`config.mk`:
```
export PLATFORM = sky130hd
export DESIGN_NAME = irq_controller
export DESIGN_NICKNAME = d
export VERILOG_FILES = /design/src/rtl/irq_ctrl_pkg.sv /design/src/rtl/irq_prio_enc.sv /design/src/rtl/irq_controller.sv
export SDC_FILE = /design/constraint.sdc
export NUM_CORES = 1
export LEC_CHECK = 0
export CAP_MARGIN = 30
export CORE_AREA = 2 2 70 72
export DETAILED_ROUTE_END_ITERATION = 10
export DIE_AREA = 0 0 72 74
export GPL_ROUTABILITY_DRIVEN = 0
export GPL_TIMING_DRIVEN = 0
export PLACE_DENSITY = 0.78
export SLEW_MARGIN = 20
export SYNTH_ARGS = -nofsm -noshare
export SYNTH_HDL_FRONTEND = slang
export SYNTH_SLANG_ARGS = --single-unit
export TNS_END_PERCENT = 30
```
`constraint.sdc`:
```
create_clock -name clk -period 2.8 [get_ports clk]
set_input_delay 0.7 -clock clk [delete_from_list [all_inputs] [get_ports clk]]
set_output_delay 0.7 -clock clk [all_outputs]
set_load 0.01 [all_outputs]
```
`src/rtl/irq_ctrl_pkg.sv`:
```
// rtl/irq_ctrl_pkg.sv - register offsets and FSM state encodings for irq_controller
package irq_ctrl_pkg;

  localparam logic [31:0] OFF_PEND = 32'h00;
  localparam logic [31:0] OFF_MASK = 32'h04;
  localparam logic [31:0] OFF_EDGE = 32'h08;
  localparam logic [31:0] OFF_CUR  = 32'h0C;
  localparam logic [31:0] OFF_CTRL = 32'h10;

  typedef enum logic [1:0] {
    S_IDLE = 2'd0,
    S_REQ  = 2'd1,
    S_SVC  = 2'd2
  } state_t;

endpackage

```
`src/rtl/irq_prio_enc.sv`:
```
// rtl/irq_prio_enc.sv - rotating priority encoder: first set request at or above start, wrapping
module irq_prio_enc #(
  parameter int NSRC = 4,
  parameter int IDW  = 2,
  parameter int RR   = 0
) (
  input  logic [NSRC-1:0] req,
  input  logic [IDW-1:0]  start,
  output logic [IDW-1:0]  id,
  output logic            valid
);

  logic [IDW-1:0]    st;
  logic [2*NSRC-1:0] dbl;

  assign st  = (RR != 0) ? start : '0;
  assign dbl = {req, req} >> st;

  // Scan downward so the closest request to start is the last one assigned.
  always_comb begin
    id    = '0;
    valid = 1'b0;
    for (int k = NSRC - 1; k >= 0; k--) begin
      if (dbl[k]) begin
        id    = IDW'((int'(st) + k) % NSRC);
        valid = 1'b1;
      end
    end
  end

endmodule

```
`src/rtl/irq_controller.sv`:
```
// rtl/irq_controller.sv - memory-mapped interrupt controller: pending/mask/edge regs, arbitration, CPU handshake
module irq_controller
  import irq_ctrl_pkg::*;
#(
  parameter int          NSRC      = 4,
  parameter int          IDW       = 2,
  parameter logic [31:0] BASE_ADDR = 32'h4000_0030,
  parameter int          RR        = 0
) (
  input  logic            clk,
  input  logic            reset,
  input  logic            rd,
  input  logic            wr,
  input  logic [31:0]     addr,
  input  logic [31:0]     wdata,
  output logic [31:0]     rdata,
  input  logic [NSRC-1:0] src_irq,
  output logic            irq_out,
  output logic [IDW-1:0]  irq_vec,
  input  logic            irq_ack,
  input  logic            irq_done
);

  logic [NSRC-1:0] pend_q, mask_q, edge_q, prev_q;
  logic            ctrl_q;
  state_t          state_q, state_d;
  logic [IDW-1:0]  vec_q, vec_d, ptr_q, ptr_d;
  logic [NSRC-1:0] ev, eligible, w1c, ack_clr;
  logic [IDW-1:0]  win_id;
  logic            win_valid;
  logic            hit_pend, hit_mask, hit_edge, hit_cur, hit_ctrl;
  logic            unused_wdata;

  assign hit_pend = (addr == BASE_ADDR + OFF_PEND);
  assign hit_mask = (addr == BASE_ADDR + OFF_MASK);
  assign hit_edge = (addr == BASE_ADDR + OFF_EDGE);
  assign hit_cur  = (addr == BASE_ADDR + OFF_CUR);
  assign hit_ctrl = (addr == BASE_ADDR + OFF_CTRL);
  assign unused_wdata = ^wdata[31:NSRC];

  // Edge-mode bits fire only on a 0->1 transition; level-mode bits fire every high cycle.
  assign ev       = src_irq & ~(edge_q & prev_q);
  assign eligible = ctrl_q ? (pend_q & mask_q) : '0;
  assign w1c      = (wr && hit_pend) ? wdata[NSRC-1:0] : '0;

  irq_prio_enc #(.NSRC(NSRC), .IDW(IDW), .RR(RR)) u_prio (
    .req  (eligible),
    .start(ptr_q),
    .id   (win_id),
    .valid(win_valid)
  );

  always_comb begin
    state_d = state_q;
    vec_d   = vec_q;
    ptr_d   = ptr_q;
    ack_clr = '0;
    case (state_q)
      S_IDLE: begin
        if (win_valid) begin
          vec_d   = win_id;
          state_d = S_REQ;
        end
      end
      S_REQ: begin
        if (irq_ack) begin
          ack_clr = NSRC'(1) << vec_q;
          state_d = S_SVC;
        end else if ((eligible & (NSRC'(1) << vec_q)) == '0) begin
          state_d = S_IDLE;
        end
      end
      S_SVC: begin
        if (irq_done) begin
          state_d = S_IDLE;
          if (RR != 0) ptr_d = (vec_q == IDW'(NSRC - 1)) ? '0 : vec_q + 1'b1;
        end
      end
      default: state_d = S_IDLE;
    endcase
  end

  always_ff @(posedge clk or negedge reset) begin
    if (!reset) begin
      pend_q  <= '0;
      mask_q  <= '0;
      edge_q  <= '0;
      prev_q  <= '0;
      ctrl_q  <= 1'b0;
      state_q <= S_IDLE;
      vec_q   <= '0;
      ptr_q   <= '0;
    end else begin
      // A new event beats any clear landing in the same cycle.
      pend_q  <= (pend_q & ~(w1c | ack_clr)) | ev;
      prev_q  <= src_irq;
      state_q <= state_d;
      vec_q   <= vec_d;
      ptr_q   <= ptr_d;
      if (wr && hit_mask) mask_q <= wdata[NSRC-1:0];
      if (wr && hit_edge) edge_q <= wdata[NSRC-1:0];
      if (wr && hit_ctrl) ctrl_q <= wdata[0];
    end
  end

  assign irq_out = (state_q == S_REQ);
  assign irq_vec = vec_q;

  always_comb begin
    rdata = '0;
    if (rd) begin
      if (hit_pend) rdata[NSRC-1:0] = pend_q;
      else if (hit_mask) rdata[NSRC-1:0] = mask_q;
      else if (hit_edge) rdata[NSRC-1:0] = edge_q;
      else if (hit_ctrl) rdata[0] = ctrl_q;
      else if (hit_cur) begin
        rdata[8]       = (state_q != S_IDLE);
        rdata[5:4]     = state_q;
        rdata[IDW-1:0] = vec_q;
      end
    end
  end

endmodule

```
Yosys cells after proc, flatten, opt, wreduce, memory -nomap -nowiden:

Index checks and enable logic that the tools add are counted.

* reductions and logical operators: 9
* shifts and indexed selects: 1
* bitwise logic cells: 9
* muxes and demuxes: 36
* equal/unequal tests: 10

Operator list (count)
* 32-bit by 31-bit == test with 1-bit output (second input constant): 5
* 2-bit 2-to-1 mux: 16
* 4-bit 2-to-1 mux: 6
* 4-bit AND: 5
* 1-bit 2-to-1 mux: 12
* 4-bit NOT: 2
* 4-bit bitwise OR: 2
* 6-bit 2-to-1 mux: 1
* 2-bit one-hot mux with 3 select lines: 1
* 1-bit logical AND: 4
* 4-bit zero test: 1
* 1-bit by 2-bit left shift with 4-bit output (first input constant): 1
* 3-bit by 1-bit inequality test with 1-bit output (second input constant): 1
* 3-bit AND reduction: 1
* 2-bit by 1-bit == test with 1-bit output (second input constant): 1
* 2-bit == test (second input constant): 1
* 2-bit zero test: 1
* 2-bit by 1-bit inequality test with 1-bit output (second input constant): 1
* 2-bit inequality test (second input constant): 1
* 2-bit AND reduction: 1
* 2-bit nonzero test: 1

* input bits: 74
* word-level logic and storage cells: 72
* flip-flop bits (word level): 21

Logic depth before layout (Yosys ltp):

Gate-level depths: netlist of run 1.

* depth after elaboration: 8
* gate-level depth with buffers: 5

Modules after synthesis:

A second synthesis of run 1 with hierarchy kept.

* cells, all modules: 154
* area, all modules: 1571.5 um^2

By module, submodules not included
* irq_controller: cells an instance 147, area each 1536.5 um^2, instances 1, seq. area each 525.5 um^2
* irq_prio_enc: cells an instance 7, area each 35.0 um^2, instances 1, seq. area each 0.0 um^2

Least setup slack after synthesis of run 1:

OpenSTA, ideal clock, no wires.

* path type: input to output
* start: in addr[2]
* end: out rdata[0]
* slack: 0.061 ns
* path buffers: 1
* stages: 5
* data arrival time: 2.039 ns
* data required time: 2.100 ns
* path through: clkbuf_1 > nor2_1 > nand3_1 > a2bb2oi_1 > a2111oi_0

* cells in the longest elaborated chain, start to end: 7

Ends and longest elaborated chain
* from (decl): line irq_controller.sv:14 `input logic [31:0] addr,`
* 32-bit by 31-bit == test with 1-bit output: line irq_controller.sv:37 `assign hit_cur = (addr == BASE_ADDR + OFF_CUR);`
* 2-bit 2-to-1 mux: line irq_controller.sv:116 `else if (hit_cur) begin`
* 1-bit 2-to-1 mux: line irq_controller.sv:115 `else if (hit_ctrl) rdata[0] = ctrl_q;`
* 2-bit 2-to-1 mux: line irq_controller.sv:114 `else if (hit_edge) rdata[NSRC-1:0] = edge_q;`
* 4-bit 2-to-1 mux: line irq_controller.sv:113 `else if (hit_mask) rdata[NSRC-1:0] = mask_q;`
* 4-bit 2-to-1 mux (*): line irq_controller.sv:112 `if (hit_pend) rdata[NSRC-1:0] = pend_q;`
* 6-bit 2-to-1 mux (*): line irq_controller.sv:111 `if (rd) begin`
* to (decl): line irq_controller.sv:16 `output logic [31:0] rdata,`

Every way passes the cells marked *; elsewhere a longest branch is shown, timed or not.

Final worst setup path of run 1:

* start: in addr[16]
* end: out rdata[8]

* cells in the longest elaborated chain, start to end: 7

Ends and longest elaborated chain (line)
* 32-bit by 31-bit == test with 1-bit output: irq_controller.sv:37
* 1-bit 2-to-1 mux: irq_controller.sv:116
* 1-bit 2-to-1 mux: irq_controller.sv:115
* 1-bit 2-to-1 mux: irq_controller.sv:114
* 1-bit 2-to-1 mux: irq_controller.sv:113
* 1-bit 2-to-1 mux (*): irq_controller.sv:112
* 1-bit 2-to-1 mux (*): irq_controller.sv:111

Marked as above.

==> parameters.txt, run 1 <==
Parameter                              Value

Outcome
  Result of the run ... finished with violations
  Failing checks ... negative setup slack

Floorplanning
  Boundary pin count ... 109
  Full die area ... 5328 µm²
  Effective utilization at floorplan ... 33.31%
  Height of the chip ... 74 µm
  Horizontal die dimension ... 72 µm
  Core ar. ... 4598 µm²
  Standard-cell rows ... 25

Run
  Maximum capacitance violations ... 0

Timing
  Period minus WS final ... 2.863 ns
  Number of endpoints with negative hold slack in the final report ... 0
  Total Negative Setup Slacks ... -0.1621 ns
  Portion of the clock cycle consumed by the worst path in the final layout ... 102.2%
  Hold slack final ... 0.5258 ns
  Final worst slack ... -0.06280 ns
  Total setup violations reported at the end of the flow ... 6
  RSZ-0062 raised after global routing ... yes
  Maximum clock rate ... 349.3 MHz
  Max-slew violation total from the final report ... 0
  Worst-case clock skew ... 0.003350 ns

Layout
  Layout Nets ... 348
  Area delta synth->final ... 66.34%
  Fin area ... 2547 µm²
  Ant. Diodes ... 0
  Final core occ ... 55.40%
  Number of inserted filler cells in the final layout ... 407
  Share of layout cells above drive strength 1 ... 41.76%

Clock network
  Number of sinks handled by clock tree synthesis ... 21
  Number of buffers created by CTS ... 3
  Clock transition at the register clock pins on the worst setup and hold paths after CTS ... 0.08 ns
  Worst skew pair latency ... 0.26 ns
  Master cell of the clock root buffer ... sky130_fd_sc_hd__clkbuf_8
  Clock H-tree levels ... 1
  CTS tree ... built
  Clock Tree Buf Depth ... 2

Logic synthesis
  Area share of xor/xnor cells in the synthesized design ... 0%
  Share of the synthesized area in compound gates (AO/OA/AOI/OAI) ... 9.395%
  Top-area cell type share of the netlist area ... 34.31%
  Most frequently used flop master after synthesis ... sky130_fd_sc_hd__dfrtp_1
  Average cell area after synthesis ... 9.338 µm²
  EDFF count, synth ... 0
  Most common library cells after synthesis ... sky130_fd_sc_hd__buf_4, sky130_fd_sc_hd__nand2_1, sky130_fd_sc_hd__dfrtp_1
  Top-count cell post-synth ... sky130_fd_sc_hd__buf_4
  Syn Inst Count ... 164
  Adder-cell share of the synthesized area ... 0%
  Dominant combinational cell family by area after synthesis ... simple AND/OR/NAND/NOR gates
  Basic-gate share of the synthesized area counting and, or, nand and nor cells ... 31.21%
  Proportion of register bits with asynchronous set or reset after synthesis ... 100.0%
  Number of warnings issued by yosys ... 0
  Number of synthesized register bits ... 21
  Leading post-synthesis cells by cell area ... sky130_fd_sc_hd__dfrtp_1, sky130_fd_sc_hd__buf_4, sky130_fd_sc_hd__nor4_4, sky130_fd_sc_hd__mux2_2, sky130_fd_sc_hd__nand2_1
  Count of unique library cells instantiated by Yosys ... 35
  Post-synthesis sequential area ratio ... 34.31%
  Cell type with the largest total area after synthesis ... sky130_fd_sc_hd__dfrtp_1
  Combined area of all synthesized cells ... 1531 µm²
  Share of synthesized area spent on multiplexers ... 10.78%

Global route
  Maximum number of pins on one net before global-route repair ... 22
  Wire length of the first global-routing pass ... 8.079 mm
  Via count of the first global-routing pass ... 1667
  Total congestion overflow after global routing ... 0
  Antenna violations before repair ... 0
  Overall fraction of global-route tracks in use ... 19.67%

Route
  Initial DRC Count ... 165
  Post-DRT Antenna Nets ... 0
  Routed length per instance ... 15.40 µm
  Count of TritonRoute iterations in the first routing pass ... 4
  DRC violation count after routing ... 0
  Avg Vias per Cell ... 4.954
  Vias post-DR ... 1620
  Detailed Route WL ... 5.036 mm

Power and ir drop
  Maximum resistive drop on vdd ... 0.1528 mV
  Sw frac ... 26.28%
  Switching power total ... 177.4 µW
  Clk network pwr share ... 29.9%
  Power per unit of standard cell area ... 265.0 nW/µm²
  Part of the power in registers ... 45.4%
  Int Power ... 497.7 µW
  Logic gate share of total power ... 24.7%
  Leak Pwr ... 1.205 nW

Worst setup path
  Startpoint of the lowest-slack register-to-register path ... irq_vec[0]
  Cell at the slowest stage of the critical path ... sky130_fd_sc_hd__or3_4
  Family with the most delay on the worst path ... simple AND/OR/NAND/NOR gates
  Data arrival at the endpoint of the critical path ... 2.16 ns
  Cells along the critical path ... buf_6 > nor4_4 > nand4_4 > or3_4 > buf_6 > nor3_2 > buf_2
  Start-to-end type of the worst setup path ... input port to primary output
  Worst Path Max Fanout ... 4
  Worst Setup Start Kind ... input port
  Crit path largest cell delay ... 0.41 ns
  Worst R2R End ... state_q[0]
  Worst Setup End Kind ... primary output
  Cell count of the worst reg-to-reg path ... 5
  Most numerous cell on the critical path ... sky130_fd_sc_hd__buf_6
  Worst path required time ... 2.10 ns
  WP buf/inv ... 3
  Worst reg2reg setup slack ... 1.34 ns

Worst hold path
  Endpoint of the worst hold-timing path ... pend_q[0]
  Hold path cells ... 3
  Kind of path behind the tightest hold check ... flip-flop to flip-flop
  Min-Delay Startpoint ... prev_q[0]

Placed design
  Port Buffers ... 55
  Setup WS pre-CTS ... -1.069 ns
  Placed Instance Area ... 2240 µm²
  Total half-perimeter wirelength after legalization and detailed placement ... 3.225 mm
[worst reg2reg max path: stages (launching register included)]
cell	delay, ns
sky130_fd_sc_hd__dfrtp_1	0.36
sky130_fd_sc_hd__clkbuf_1	0.35
sky130_fd_sc_hd__nand4_1	0.15
sky130_fd_sc_hd__a21oi_1	0.18
sky130_fd_sc_hd__a31oi_1	0.06
sky130_fd_sc_hd__o41ai_1	0.25
[stage by stage]
stage | cells | power [mW]
after detailed placement | 297 | 0.4637
after global placement | 297 | 0.4619
after floorplan | 188 | 0.3787
after global routing | 327 | 0.7039
after CTS | 323 | 0.6657
final | 327 | 0.6751
[state kept, by name (all words and copies together), names as in the netlist]
signal,count
prev_q,4
mask_q,4
irq_vec,2
pend_q,4
state_q,2
ctrl_q,1
edge_q,4
[power groups by stage]
stage	clock network, mW	registers [mW]	logic (mW)
2_1_floorplan	0	0.313	0.0661
3_3_place_gp	0	0.313	0.149
3_5_place_dp	0	0.313	0.151
4_1_cts	0.202	0.307	0.157
5_1_grt	0.219	0.307	0.178
6_report	0.202	0.307	0.166
[cell usage in the layout, fill, tap and decap left out, drive strengths merged, types with 2 or more instances in the layout]
cell           netlist  layout
a21oi                7       7
a31oi                3       3
a32o                 2       2
buf                 26      71
clkbuf               4      11
clkdlybuf4s15        0       4
clkdlybuf4s50        0      16
conb                 1      25
dfrtp               21      21
dlygate4sd2          0      12
inv                  2       2
mux2                10      10
mux2i                3       3
nand2               24      24
nand2b               3       3
nand3                5       5
nand4                5       5
nor2                14      14
nor2b                3       3
nor3                 3       3
nor4                10      10
o21ai                6       6
or4                  2       2
[layout make-up]
type | count | area (µm²) | area share [%]
Multi-Input combinational cell | 135 | 1007 | 39.54
Timing Repair Buffer | 82 | 676.9 | 26.57
Sequential cell | 21 | 525.5 | 20.63
Buffer | 29 | 217.7 | 8.546
Tap cell | 54 | 67.56 | 2.652
Clock buffer | 4 | 45.04 | 1.768
Inverter | 2 | 7.507 | 0.2947
[metal layers]
| metal | GRT usage, % | vias to the layer above | wire length (µm) |
|---|---|---|---|
| met5 | 0 | - | 0 |
| met4 | 8.805 | 0 | 184 |
| met1 | 20.79 | 762 | 1799 |
| li1 | - | 758 | - |
| met2 | 37.65 | 81 | 2720 |
| met3 | 4.065 | 19 | 331 |
[how the worst max path moves through the flow]
stage	startpoint	endpoint	cells past startpoint	slack, ns
2_1_floorplan	addr[2]	rdata[0]	5	0.06
3_3_place_gp	addr[2]	rdata[0]	7	-1.14
3_5_place_dp	addr[2]	rdata[0]	7	-1.07
4_1_cts	addr[12]	rdata[8]	7	-0.09
5_1_grt	addr[27]	rdata[8]	7	-0.13
6_report	addr[16]	rdata[8]	7	-0.06
[cell families after synthesis]
group | count (synthesis)
other | 1
and+or+nand+nor | 73
muxes | 14
buffers and inverters | 32
AOI/OAI and AO/OA | 23
DFF | 21
[timing repair]
action | CTS | global route
hold buffers | 0 | 0
gates resized for setup | 116 | 28
pin swaps | 16 | 10
endpoints found under the setup margin | 7 | 9
buffers inserted | 23 | 3
Power figures use the tool's default switching activity.
==> run 2: changes to the inputs <==
- CORE_AREA: 2 2 70 72 -> 2 2 71 73
- DIE_AREA: 0 0 72 74 -> 0 0 73 75
- PLACE_DENSITY: 0.78 -> 0.77
- SYNTH_HIERARCHICAL: unset -> 1
==> parameters.txt, run 2 <==
Parameter                              Value

Layout
  Final core occ ... 54.04%
  Number of inserted filler cells in the final layout ... 407
  Fin area ... 2519 µm²
  Layout Nets ... 324
  Share of layout cells above drive strength 1 ... 38.15%
  Most common cell after layout, fill and taps aside ... sky130_fd_sc_hd__buf_4
  Area delta synth->final ... 60.27%
  Ant. Diodes ... 0
  Most frequent cells in the layout ... sky130_fd_sc_hd__buf_4, sky130_fd_sc_hd__conb_1, sky130_fd_sc_hd__dfrtp_1

Global route
  Met3 routing resource usage after global routing ... 2.410%
  Maximum number of pins on one net before global-route repair ... 22
  Antenna violations before repair ... 0
  Wire length of the first global-routing pass ... 6.713 mm
  Total congestion overflow after global routing ... 0
  Layer carrying the most global-route usage ... met2
  GR Util met1 ... 21.46%
  Met2 Usage GRT ... 26.23%
  Overall fraction of global-route tracks in use ... 15.89%
  Via count of the first global-routing pass ... 1396

Route
  Avg Vias per Cell ... 4.752
  Routed length per instance ... 14.45 µm
  Vias post-DR ... 1440
  DRC violation count after routing ... 0
  Count of TritonRoute iterations in the first routing pass ... 4
  Detailed Route WL ... 4.379 mm
  Initial DRC Count ... 75
  Post-DRT Antenna Nets ... 0

Logic synthesis
  Cell type with the largest total area after synthesis ... sky130_fd_sc_hd__dfrtp_1
  Syn Inst Count ... 154
  Combined area of all synthesized cells ... 1572 µm²
  Average cell area after synthesis ... 10.20 µm²
  Post-synthesis sequential area ratio ... 33.44%
  EDFF count, synth ... 0
  Top-area cell type share of the netlist area ... 33.44%
  Count of unique library cells instantiated by Yosys ... 40
  Top-count cell post-synth ... sky130_fd_sc_hd__buf_4
  Leading post-synthesis cells by cell area ... sky130_fd_sc_hd__dfrtp_1, sky130_fd_sc_hd__buf_4, sky130_fd_sc_hd__mux2_4, sky130_fd_sc_hd__nor4_4, sky130_fd_sc_hd__nand2_1
  Number of synthesized register bits ... 21
  Most common library cells after synthesis ... sky130_fd_sc_hd__buf_4, sky130_fd_sc_hd__dfrtp_1, sky130_fd_sc_hd__nand2_1
  Proportion of register bits with asynchronous set or reset after synthesis ... 100.0%
  Number of warnings issued by yosys ... 6
  Most frequently used flop master after synthesis ... sky130_fd_sc_hd__dfrtp_1

Clock network
  Clock transition at the register clock pins on the worst setup and hold paths after CTS ... 0.08 ns
  Master cell of the clock root buffer ... sky130_fd_sc_hd__clkbuf_8
  Worst skew pair latency ... 0.26 ns
  Number of buffers created by CTS ... 3
  CTS tree ... built
  Number of sinks handled by clock tree synthesis ... 21
  Clock Tree Buf Depth ... 2
  Clock H-tree levels ... 1

Floorplanning
  Effective utilization at floorplan ... 33.72%
  Standard-cell rows ... 25
  Boundary pin count ... 109
  Horizontal die dimension ... 73 µm
  Full die area ... 5475 µm²
  Height of the chip ... 75 µm
  Core ar. ... 4661 µm²

Worst setup path
  Worst path required time ... 2.10 ns
  Worst Setup Start Kind ... input port
  Worst Path Max Fanout ... 3
  Start-to-end type of the worst setup path ... input port to primary output
  Worst Setup End Kind ... primary output
  Data arrival at the endpoint of the critical path ... 2.04 ns

Timing
  Total Negative Setup Slacks ... 0 ns
  Max-slew violation total from the final report ... 0
  Total setup violations reported at the end of the flow ... 0
  Slew HR ... 60.28%
  Number of endpoints with negative hold slack in the final report ... 0
  Transition at the pin with the smallest max-transition slack ... 0.5909 ns
  Period minus WS final ... 2.742 ns
  RSZ-0062 raised after global routing ... no
  Portion of the clock cycle consumed by the worst path in the final layout ... 97.94%
  Maximum clock rate ... 364.7 MHz
  Worst-case clock skew ... 0.005118 ns

Power and ir drop
  Power after layout ... 668.0 µW
  Maximum resistive drop on vdd ... 0.1753 mV
  Power per unit of standard cell area ... 265.2 nW/µm²
  Leak Pwr ... 1.257 nW

Worst hold path
  Kind of path behind the tightest hold check ... flip-flop to flip-flop

Placed design
  Port Buffers ... 53
  Placed Instance Area ... 2260 µm²
  Total half-perimeter wirelength after legalization and detailed placement ... 3.227 mm

Outcome
  Result of the run ... completed

Run
  Maximum capacitance violations ... 0
==> run 2: cell count changes after synthesis, moves of 3 or more <==
cell	change
sky130_fd_sc_hd__and3_1	+6
sky130_fd_sc_hd__a21oi_1	-3
sky130_fd_sc_hd__nand2_1	-10
sky130_fd_sc_hd__mux2_4	+8
sky130_fd_sc_hd__clkbuf_1	-4
sky130_fd_sc_hd__nand3_1	-4
sky130_fd_sc_hd__a21boi_0	+3
sky130_fd_sc_hd__o21ai_0	-5
sky130_fd_sc_hd__nor2_1	-3
sky130_fd_sc_hd__nor4_2	+3
sky130_fd_sc_hd__mux2_2	-6
==> run 2: area by class of cell <==
cell class	count	area (µm²)	area share, %
repair buffers	67	623.1	24.74
well taps	54	67.56	2.683
clock buffers	3	41.29	1.639
plain buffers	27	197.7	7.849
inverters	3	11.26	0.4471
clock inverters	1	5.005	0.1987
multi-input cells	127	1047	41.58
flip-flops and latches	21	525.5	20.86
==> run 2: per-stage QoR <==
stage	hold WS (ns)	instances	worst slack, ns
6_report	0.5455	303	0.05766
3_3_place_gp	0.5138	285	-0.7025
5_1_grt	0.5719	303	0.006299
3_5_place_dp	0.5310	285	-0.7410
2_1_floorplan	0.4044	178	0.1450
4_1_cts	0.5454	301	0.004218
==> run 2: cell families after synthesis <==
group / synth area share (%)
mux: 15.29
simple gates: 29.86
flops: 33.44
other cells: 0.2386
compound gates: 7.882
buf+inv: 13.30
==> run 2: timing repair <==
item                       in CTS  in global routing
pin swaps                      15                 14
hold buffers                    0                  0
setup endpoints to repair       7                  7
resized for setup              67                 24
cloned                          0                  0
buffers inserted               12                  1
==> run 2: critical path, cell delays in order <==
cell	delay, ns
sky130_fd_sc_hd__clkdlybuf4s15_1	0.20
sky130_fd_sc_hd__nor4b_4	0.30
sky130_fd_sc_hd__and4_4	0.29
sky130_fd_sc_hd__nand2_2	0.07
sky130_fd_sc_hd__a2111oi_4	0.28
sky130_fd_sc_hd__buf_2	0.19
==> run 2: worst paths after layout <==
kind	start	to	cells past startpoint	slack, ns
worst max-delay path	addr[21]	rdata[0]	6	0.06
worst max register to register	state_q[1]	pend_q[1]	4	1.27
max in group asynchronous	reset	prev_q[0]	2	1.60
worst min register to register	state_q[0]	state_q[1]	1	0.55
min in group asynchronous	reset	edge_q[2]	1	0.75
worst min-delay path	state_q[0]	state_q[1]	1	0.55
==> run 2: per-layer routing <==
metal | share of wire [%] | routed length (µm)
met2 | 51 | 2251
met5 | 0 | 0
met3 | 5.5 | 241
met4 | 1.9 | 83
met1 | 41 | 1802
==> run 2: report_power, final <==
part           internal (mW)  switching, mW
registers              0.306       0.000766
logic                 0.0881         0.0711
clock network         0.0993          0.103
total                  0.493          0.175
